===== config.mk =====
export PLATFORM = sky130hd
export DESIGN_NAME = lc3_fetch_unit_flat
export DESIGN_NICKNAME = d
export VERILOG_FILES = /design/src/rtl/lc3_pkg.sv /design/src/rtl/lc3_fetch_unit_if.sv /design/src/rtl/lc3_fetch_unit.sv /design/src/flat_wrapper.sv
export SDC_FILE = /design/constraint.sdc
export NUM_CORES = 1
export LEC_CHECK = 0
export ABC_AREA = 1
export CORE_MARGIN = 3
export CORE_UTILIZATION = 23
export CTS_BUF_LIST = sky130_fd_sc_hd__clkbuf_4
export DETAILED_ROUTE_END_ITERATION = 6
export GPL_TIMING_DRIVEN = 0
export PLACE_DENSITY = 0.42
export SLEW_MARGIN = 0
export SYNTH_ARGS = -nofsm -noshare
export SYNTH_HDL_FRONTEND = slang
export SYNTH_SLANG_ARGS = --single-unit

===== constraint.sdc =====
create_clock -name clk -period 2.6 [get_ports clk]
set_input_delay 0.39 -clock clk [delete_from_list [all_inputs] [get_ports clk]]
set_output_delay 0.39 -clock clk [all_outputs]
set_load 0.005 [all_outputs]

===== src/rtl/lc3_pkg.sv =====
`default_nettype none
// ============================================================================
//  Package : lc3_pkg
//  Brief   : Shared LC-3 datapath constants and the fetch sequencer state type.
//  Rev     : 1.0  initial release
// ============================================================================
package lc3_pkg;

    // PC register source select, shared with the PC register mux
    localparam logic [1:0] PC_MUX_INC = 2'b00;
    localparam logic [1:0] PC_MUX_BUS = 2'b01;
    localparam logic [1:0] PC_MUX_JMP = 2'b10;

    // Instruction-fetch sequencer states
    typedef enum logic [1:0] {
        IDLE = 2'd0,
        RD   = 2'd1,
        DONE = 2'd2
    } fetch_state_t;

endpackage : lc3_pkg
`default_nettype wire


===== src/rtl/lc3_fetch_unit_if.sv =====
`default_nettype none
// ============================================================================
//  Interface : lc3_fetch_unit_if
//  Brief     : Instruction-memory read bus between the fetch unit (master)
//              and instruction memory (slave).
//  Rev       : 1.0  initial release
// ============================================================================
interface lc3_fetch_unit_if;

    logic [15:0] mem_addr;
    logic        mem_rd;
    logic        mem_ready;
    logic [15:0] mem_rdata;

    modport master (
        output mem_addr,
        output mem_rd,
        input  mem_ready,
        input  mem_rdata
    );

    modport slave (
        input  mem_addr,
        input  mem_rd,
        output mem_ready,
        output mem_rdata
    );

endinterface : lc3_fetch_unit_if
`default_nettype wire


===== src/rtl/lc3_fetch_unit.sv =====
`default_nettype none
// ============================================================================
//  Module : lc3_fetch_unit
//  Brief  : LC-3 instruction-fetch sequencer. Latches the PC, runs a read
//           handshake with instruction memory (wait states, bounded timeout,
//           flush), loads the instruction register and requests PC+1.
//  Rev    : 1.0  initial release
// ============================================================================
module lc3_fetch_unit
    import lc3_pkg::*;
#(
    parameter int unsigned TIMEOUT_CYCLES = 255
) (
    input  wire logic        clk,
    input  wire logic        rst_n,
    input  wire logic        fetch_req,
    input  wire logic        flush,
    input  wire logic [15:0] pc_in,
    lc3_fetch_unit_if.master mem,
    output logic             ld_pc,
    output logic [1:0]       pc_mux,
    output logic [15:0]      ir,
    output logic [15:0]      ir_pc,
    output logic             ir_valid,
    output logic             busy,
    output logic             fetch_err
);

    // Counter value reached in the final permitted RD cycle
    localparam logic [15:0] c_timeout_last = 16'(TIMEOUT_CYCLES - 1);

    fetch_state_t r_state;
    fetch_state_t w_next_state;
    logic [15:0]  r_addr_q;
    logic [15:0]  r_cnt;
    logic [15:0]  r_ir;
    logic [15:0]  r_ir_pc;

    logic w_capture;
    logic w_load_ir;
    logic w_cnt_inc;
    logic w_mem_rd;
    logic w_ld_pc;
    logic w_ir_valid;
    logic w_fetch_err;

    // State register; async reset drops the read request immediately
    always_ff @(posedge clk or negedge rst_n) begin
        if (!rst_n) begin
            r_state <= IDLE;
        end else begin
            r_state <= w_next_state;
        end
    end

    // Next-state decode and per-cycle strobes; flush outranks everything in RD
    always_comb begin
        w_next_state = r_state;
        w_capture    = 1'b0;
        w_load_ir    = 1'b0;
        w_cnt_inc    = 1'b0;
        w_mem_rd     = 1'b0;
        w_ld_pc      = 1'b0;
        w_ir_valid   = 1'b0;
        w_fetch_err  = 1'b0;
        case (r_state)
            IDLE: begin
                if (fetch_req && !flush) begin
                    w_capture    = 1'b1;
                    w_next_state = RD;
                end
            end
            RD: begin
                w_mem_rd = !flush;
                if (flush) begin
                    w_next_state = IDLE;
                end else if (mem.mem_ready) begin
                    w_load_ir    = 1'b1;
                    w_ld_pc      = 1'b1;
                    w_next_state = DONE;
                end else if (r_cnt == c_timeout_last) begin
                    w_fetch_err  = 1'b1;
                    w_next_state = IDLE;
                end else begin
                    w_cnt_inc = 1'b1;
                end
            end
            DONE: begin
                w_ir_valid = !flush;
                if (fetch_req && !flush) begin
                    // pc_in has already been advanced by the ld_pc of the previous RD
                    w_capture    = 1'b1;
                    w_next_state = RD;
                end else begin
                    w_next_state = IDLE;
                end
            end
            default: begin
                w_next_state = IDLE;
            end
        endcase
    end

    // Request address and timeout counter; counter saturates instead of wrapping
    always_ff @(posedge clk or negedge rst_n) begin
        if (!rst_n) begin
            r_addr_q <= 16'h0000;
            r_cnt    <= 16'h0000;
        end else if (w_capture) begin
            r_addr_q <= pc_in;
            r_cnt    <= 16'h0000;
        end else if (w_cnt_inc && (r_cnt != 16'hFFFF)) begin
            r_cnt <= r_cnt + 16'h0001;
        end
    end

    // Instruction register and the address it came from
    always_ff @(posedge clk or negedge rst_n) begin
        if (!rst_n) begin
            r_ir    <= 16'h0000;
            r_ir_pc <= 16'h0000;
        end else if (w_load_ir) begin
            r_ir    <= mem.mem_rdata;
            r_ir_pc <= r_addr_q;
        end
    end

    assign mem.mem_addr = r_addr_q;
    assign mem.mem_rd   = w_mem_rd;
    assign ld_pc        = w_ld_pc;
    assign pc_mux       = PC_MUX_INC;
    assign ir           = r_ir;
    assign ir_pc        = r_ir_pc;
    assign ir_valid     = w_ir_valid;
    assign busy         = (r_state == RD) || (r_state == DONE);
    assign fetch_err    = w_fetch_err;

endmodule : lc3_fetch_unit
`default_nettype wire


===== src/flat_wrapper.sv =====
// flat-port wrapper written by rule: the top's interface ports become plain ports
module lc3_fetch_unit_flat import lc3_pkg::*;
#(
    parameter int unsigned TIMEOUT_CYCLES = 255
)
  (clk, rst_n, fetch_req, flush, pc_in, ld_pc, pc_mux, ir, ir_pc, ir_valid, busy, fetch_err, mem_mem_addr, mem_mem_rd, mem_mem_ready, mem_mem_rdata);
  lc3_fetch_unit_if mem_i ();
  input  wire logic clk;
  input  wire logic rst_n;
  input  wire logic fetch_req;
  input  wire logic flush;
  input  wire logic [15:0] pc_in;
  output logic ld_pc;
  output logic [1:0] pc_mux;
  output logic [15:0] ir;
  output logic [15:0] ir_pc;
  output logic ir_valid;
  output logic busy;
  output logic fetch_err;
  output wire logic [$bits(mem_i.mem_addr)-1:0] mem_mem_addr;
  output wire logic [$bits(mem_i.mem_rd)-1:0] mem_mem_rd;
  input wire logic [$bits(mem_i.mem_ready)-1:0] mem_mem_ready;
  input wire logic [$bits(mem_i.mem_rdata)-1:0] mem_mem_rdata;
  assign mem_mem_addr = mem_i.mem_addr;
  assign mem_mem_rd = mem_i.mem_rd;
  assign mem_i.mem_ready = mem_mem_ready;
  assign mem_i.mem_rdata = mem_mem_rdata;
  lc3_fetch_unit #(.TIMEOUT_CYCLES(TIMEOUT_CYCLES)) u_core (.clk(clk), .rst_n(rst_n), .fetch_req(fetch_req), .flush(flush), .pc_in(pc_in), .mem(mem_i), .ld_pc(ld_pc), .pc_mux(pc_mux), .ir(ir), .ir_pc(ir_pc), .ir_valid(ir_valid), .busy(busy), .fetch_err(fetch_err));
endmodule

==> metrics.txt <==
share of cells above drive strength 1=0.0830; CTS tree=built; Clock Skew=0.0184 ns; CP required=2.21 ns; synthesized instance count=397; worst-path fanout max=8; number of global-route vias before repair=2775; DR iter-0 viols=124; worst setup slack after placement=-0.0247 ns; worst hold margin=0.0348 ns; H-Tree Depth=3; Max transition margin=0.427; pwr/cell area=861 mW/mm^2; final hold viol count=0; I/O Buffers=89; mapped cell area=0.00316 mm^2; overall routed net length=9000 um; gpl congestion=0.795; Worst path max stage delay=0.49 ns; max-cap violation count=0; worst setup path category=reg -> out; Area Growth Syn to Fin=40.6%; Slew Viols, Final=0; total number of vias=2777; worst min-delay path class=in -> async; multi-input gate area in the final layout=0.00129 mm^2; global-route wire length before repair=14600 um; Setup Viol. Count Final=0; hpwl dp=6440 um; Total GRT Usage=0.126; nets=544; Die X=123 um; total power=3.83 mW; largest net degree at the start of global routing=67; Crit path buffers/inverters=4; core area=0.0133 mm^2; worst vdd ir=0.374 mV; Clock transition at path regs=0.11 ns; Worst Setup End Kind=output pin; Seq/Total Area, Yosys=0.522; Root Buffer=clkbuf_4; Worst Tran Pin Value=0.859 ns; FP Rows=42; status=completed; antenna viol nets, final=0; fin crit period=2.40 ns; initial antenna violation count=1; syn_area_per_cell=7.96 um^2; CTS Buf Count=9; RSZ-0062 raised after global routing=false; vias per cell=4.07; Synth cell types=25; Critical Path AT=2.01 ns; Slowest cell on crit path=clkdlybuf4s50_1; Placed Area=0.00427 mm^2; Finished Cell Area=0.00445 mm^2; cells along the critical path=inv_1 -> ha_1 -> inv_1 -> nor2_1 -> nand2_2 -> inv_8 -> clkdlybuf4s50_1; filler instances=1422; worst skew pair latency=0.44 ns; Die Height=123 um; routed len/inst=13.2 um; PnR worst setup slack=0.199 ns; cell family with the largest share of critical-path delay=buffers and inverters; Max Clk Rate=0.417 GHz; most frequent CP cell=inv_1; I/O Pins=92; DRC Markers=0; full die area=0.0152 mm^2; Yosys Warn Count=0; global route overflow=0; Yosys reg bits=66; Initial DRT Pass Iterations=5; Critical Path Source Type=register; CTS sink cnt=66; Initial Util=0.237; CTS max path bufs=2; Leak=2.07 nW; sequential cell area=0.00165 mm^2; Tcrit/Tclk final=0.923
-- power breakdown --
group | total, mW | leakage [nW] | switching, mW | internal (mW)
clock network | 0.697 | 0.0637 | 0.408 | 0.289
registers | 1.59 | 0.851 | 0.210 | 1.38
logic | 1.54 | 1.16 | 0.665 | 0.874
-- Yosys cell counts --
library cell | number | area share
o21ai_0 | 18 | 0.028
nor2_1 | 36 | 0.043
nor3_2 | 2 | 0.0063
conb_1 | 1 | 0.0012
nand2_1 | 145 | 0.17
nand3_2 | 1 | 0.0032
nand2_2 | 2 | 0.0040
clkbuf_1 | 7 | 0.0083
buf_4 | 2 | 0.0047
nor2_2 | 3 | 0.0059
buf_6 | 2 | 0.0071
xor2_1 | 7 | 0.019
inv_2 | 4 | 0.0047
ha_1 | 6 | 0.024
nor3_1 | 1 | 0.0016
o21bai_1 | 1 | 0.0024
nand3_1 | 30 | 0.047
o21ai_2 | 1 | 0.0028
buf_2 | 5 | 0.0079
nor4_1 | 1 | 0.0020
inv_1 | 33 | 0.039
o21ai_1 | 17 | 0.027
nand3_4 | 1 | 0.0055
nand4_1 | 5 | 0.0099
dfrtp_1 | 66 | 0.52
-- state kept, by name, indices dropped and copies added (netlist names) --
signal,count
u_core.r_cnt,16
u_core.mem.mem_addr,16
u_core.ir_pc,16
u_core.ir,16
u_core.r_state,2
-- logic make-up (layout without fill, tap and decap cells) --
| family | Yosys count | count (layout) | synth area share |
|---|---|---|---|
| other | 1 | 3 | 0.00119 |
| adder cells (fa/ha/maj) | 6 | 6 | 0.0237 |
| buffers and inverters | 53 | 161 | 0.0720 |
| XOR/XNOR | 7 | 7 | 0.0194 |
| AO/OA/AOI/OAI | 37 | 37 | 0.0605 |
| AND/OR/NAND/NOR | 227 | 227 | 0.301 |
| flip-flops | 66 | 66 | 0.522 |
-- stage by stage --
stage	utilization	std cells	TNS (ns)
2_1_floorplan	-	398	0
4_1_cts	0.331	678	0
3_3_place_gp	0.320	663	-86.73
3_5_place_dp	0.320	663	-0.0247
5_1_grt	0.333	683	0
6_report	0.333	683	0
-- layer usage --
metal / up-vias / part of all wire / global-route usage
li1: 1451 / - / -
met1: 1257 / 0.47 / 0.168
met2: 64 / 0.46 / 0.190
met3: 5 / 0.054 / 0.0412
met4: 0 / 0.011 / 0.0478
met5: - / 0 / 0
-- final timing paths --
| path | startpoint | to | slack (ns) | cells past startpoint |
|---|---|---|---|---|
| setup / recovery | u_core.r_state[1]$_DFFE_PN0P_ | ld_pc | 0.20 | 7 |
| min in group clk | mem_mem_rdata[0] | u_core.ir[0]$_DFFE_PN0P_ | 0.47 | 3 |
| setup reg to reg | u_core.r_cnt[0]$_DFFE_PN0P_ | u_core.r_cnt[15]$_DFFE_PN0P_ | 0.80 | 11 |
| max in group asynchronous | rst_n | u_core.r_cnt[1]$_DFFE_PN0P_ | 1.99 | 1 |
| hold / removal | rst_n | u_core.ir[10]$_DFFE_PN0P_ | 0.03 | 1 |
| hold reg to reg | u_core.ir[11]$_DFFE_PN0P_ | u_core.ir[11]$_DFFE_PN0P_ | 0.49 | 2 |
-- layout make-up --
cell class	count	share of cell area
timing repair buffer	93	0.206
clock buffer	9	0.0152
buffer	15	0.0189
inverter	37	0.0329
multi-input combinational	279	0.290
antenna	1	0.000563
clock inverter	7	0.0155
tap	176	0.0495
sequential	66	0.371
-- placed cells by master (no fill, tap or decap), types with 2 or more instances in the layout --
cell	synthesis	final
nand2_1	145	144
clkdlybuf4s50_1	0	87
dfrtp_1	66	66
nor2_1	36	36
inv_1	33	33
nand3_1	30	30
o21ai_0	18	18
o21ai_1	17	17
clkbuf_4	0	9
clkbuf_1	7	7
xor2_1	7	7
buf_4	2	7
ha_1	6	6
nand4_1	5	5
buf_2	5	4
nand2_2	2	3
nor2_2	3	3
inv_2	4	3
clkinvlp_4	0	3
nor3_2	2	2
buf_6	2	2
conb_1	1	2
clkinv_1	0	2
-- what timing repair did --
| action | 4_1_cts | 5_1_grt |
|---|---|---|
| gates resized for setup | 4 | 1 |
| pin swaps | 0 | 1 |
| endpoints found under the setup margin | 2 | 1 |
| hold buffers | 0 | 0 |
| setup buffers | 0 | 4 |
Power figures use the tool's default switching activity.
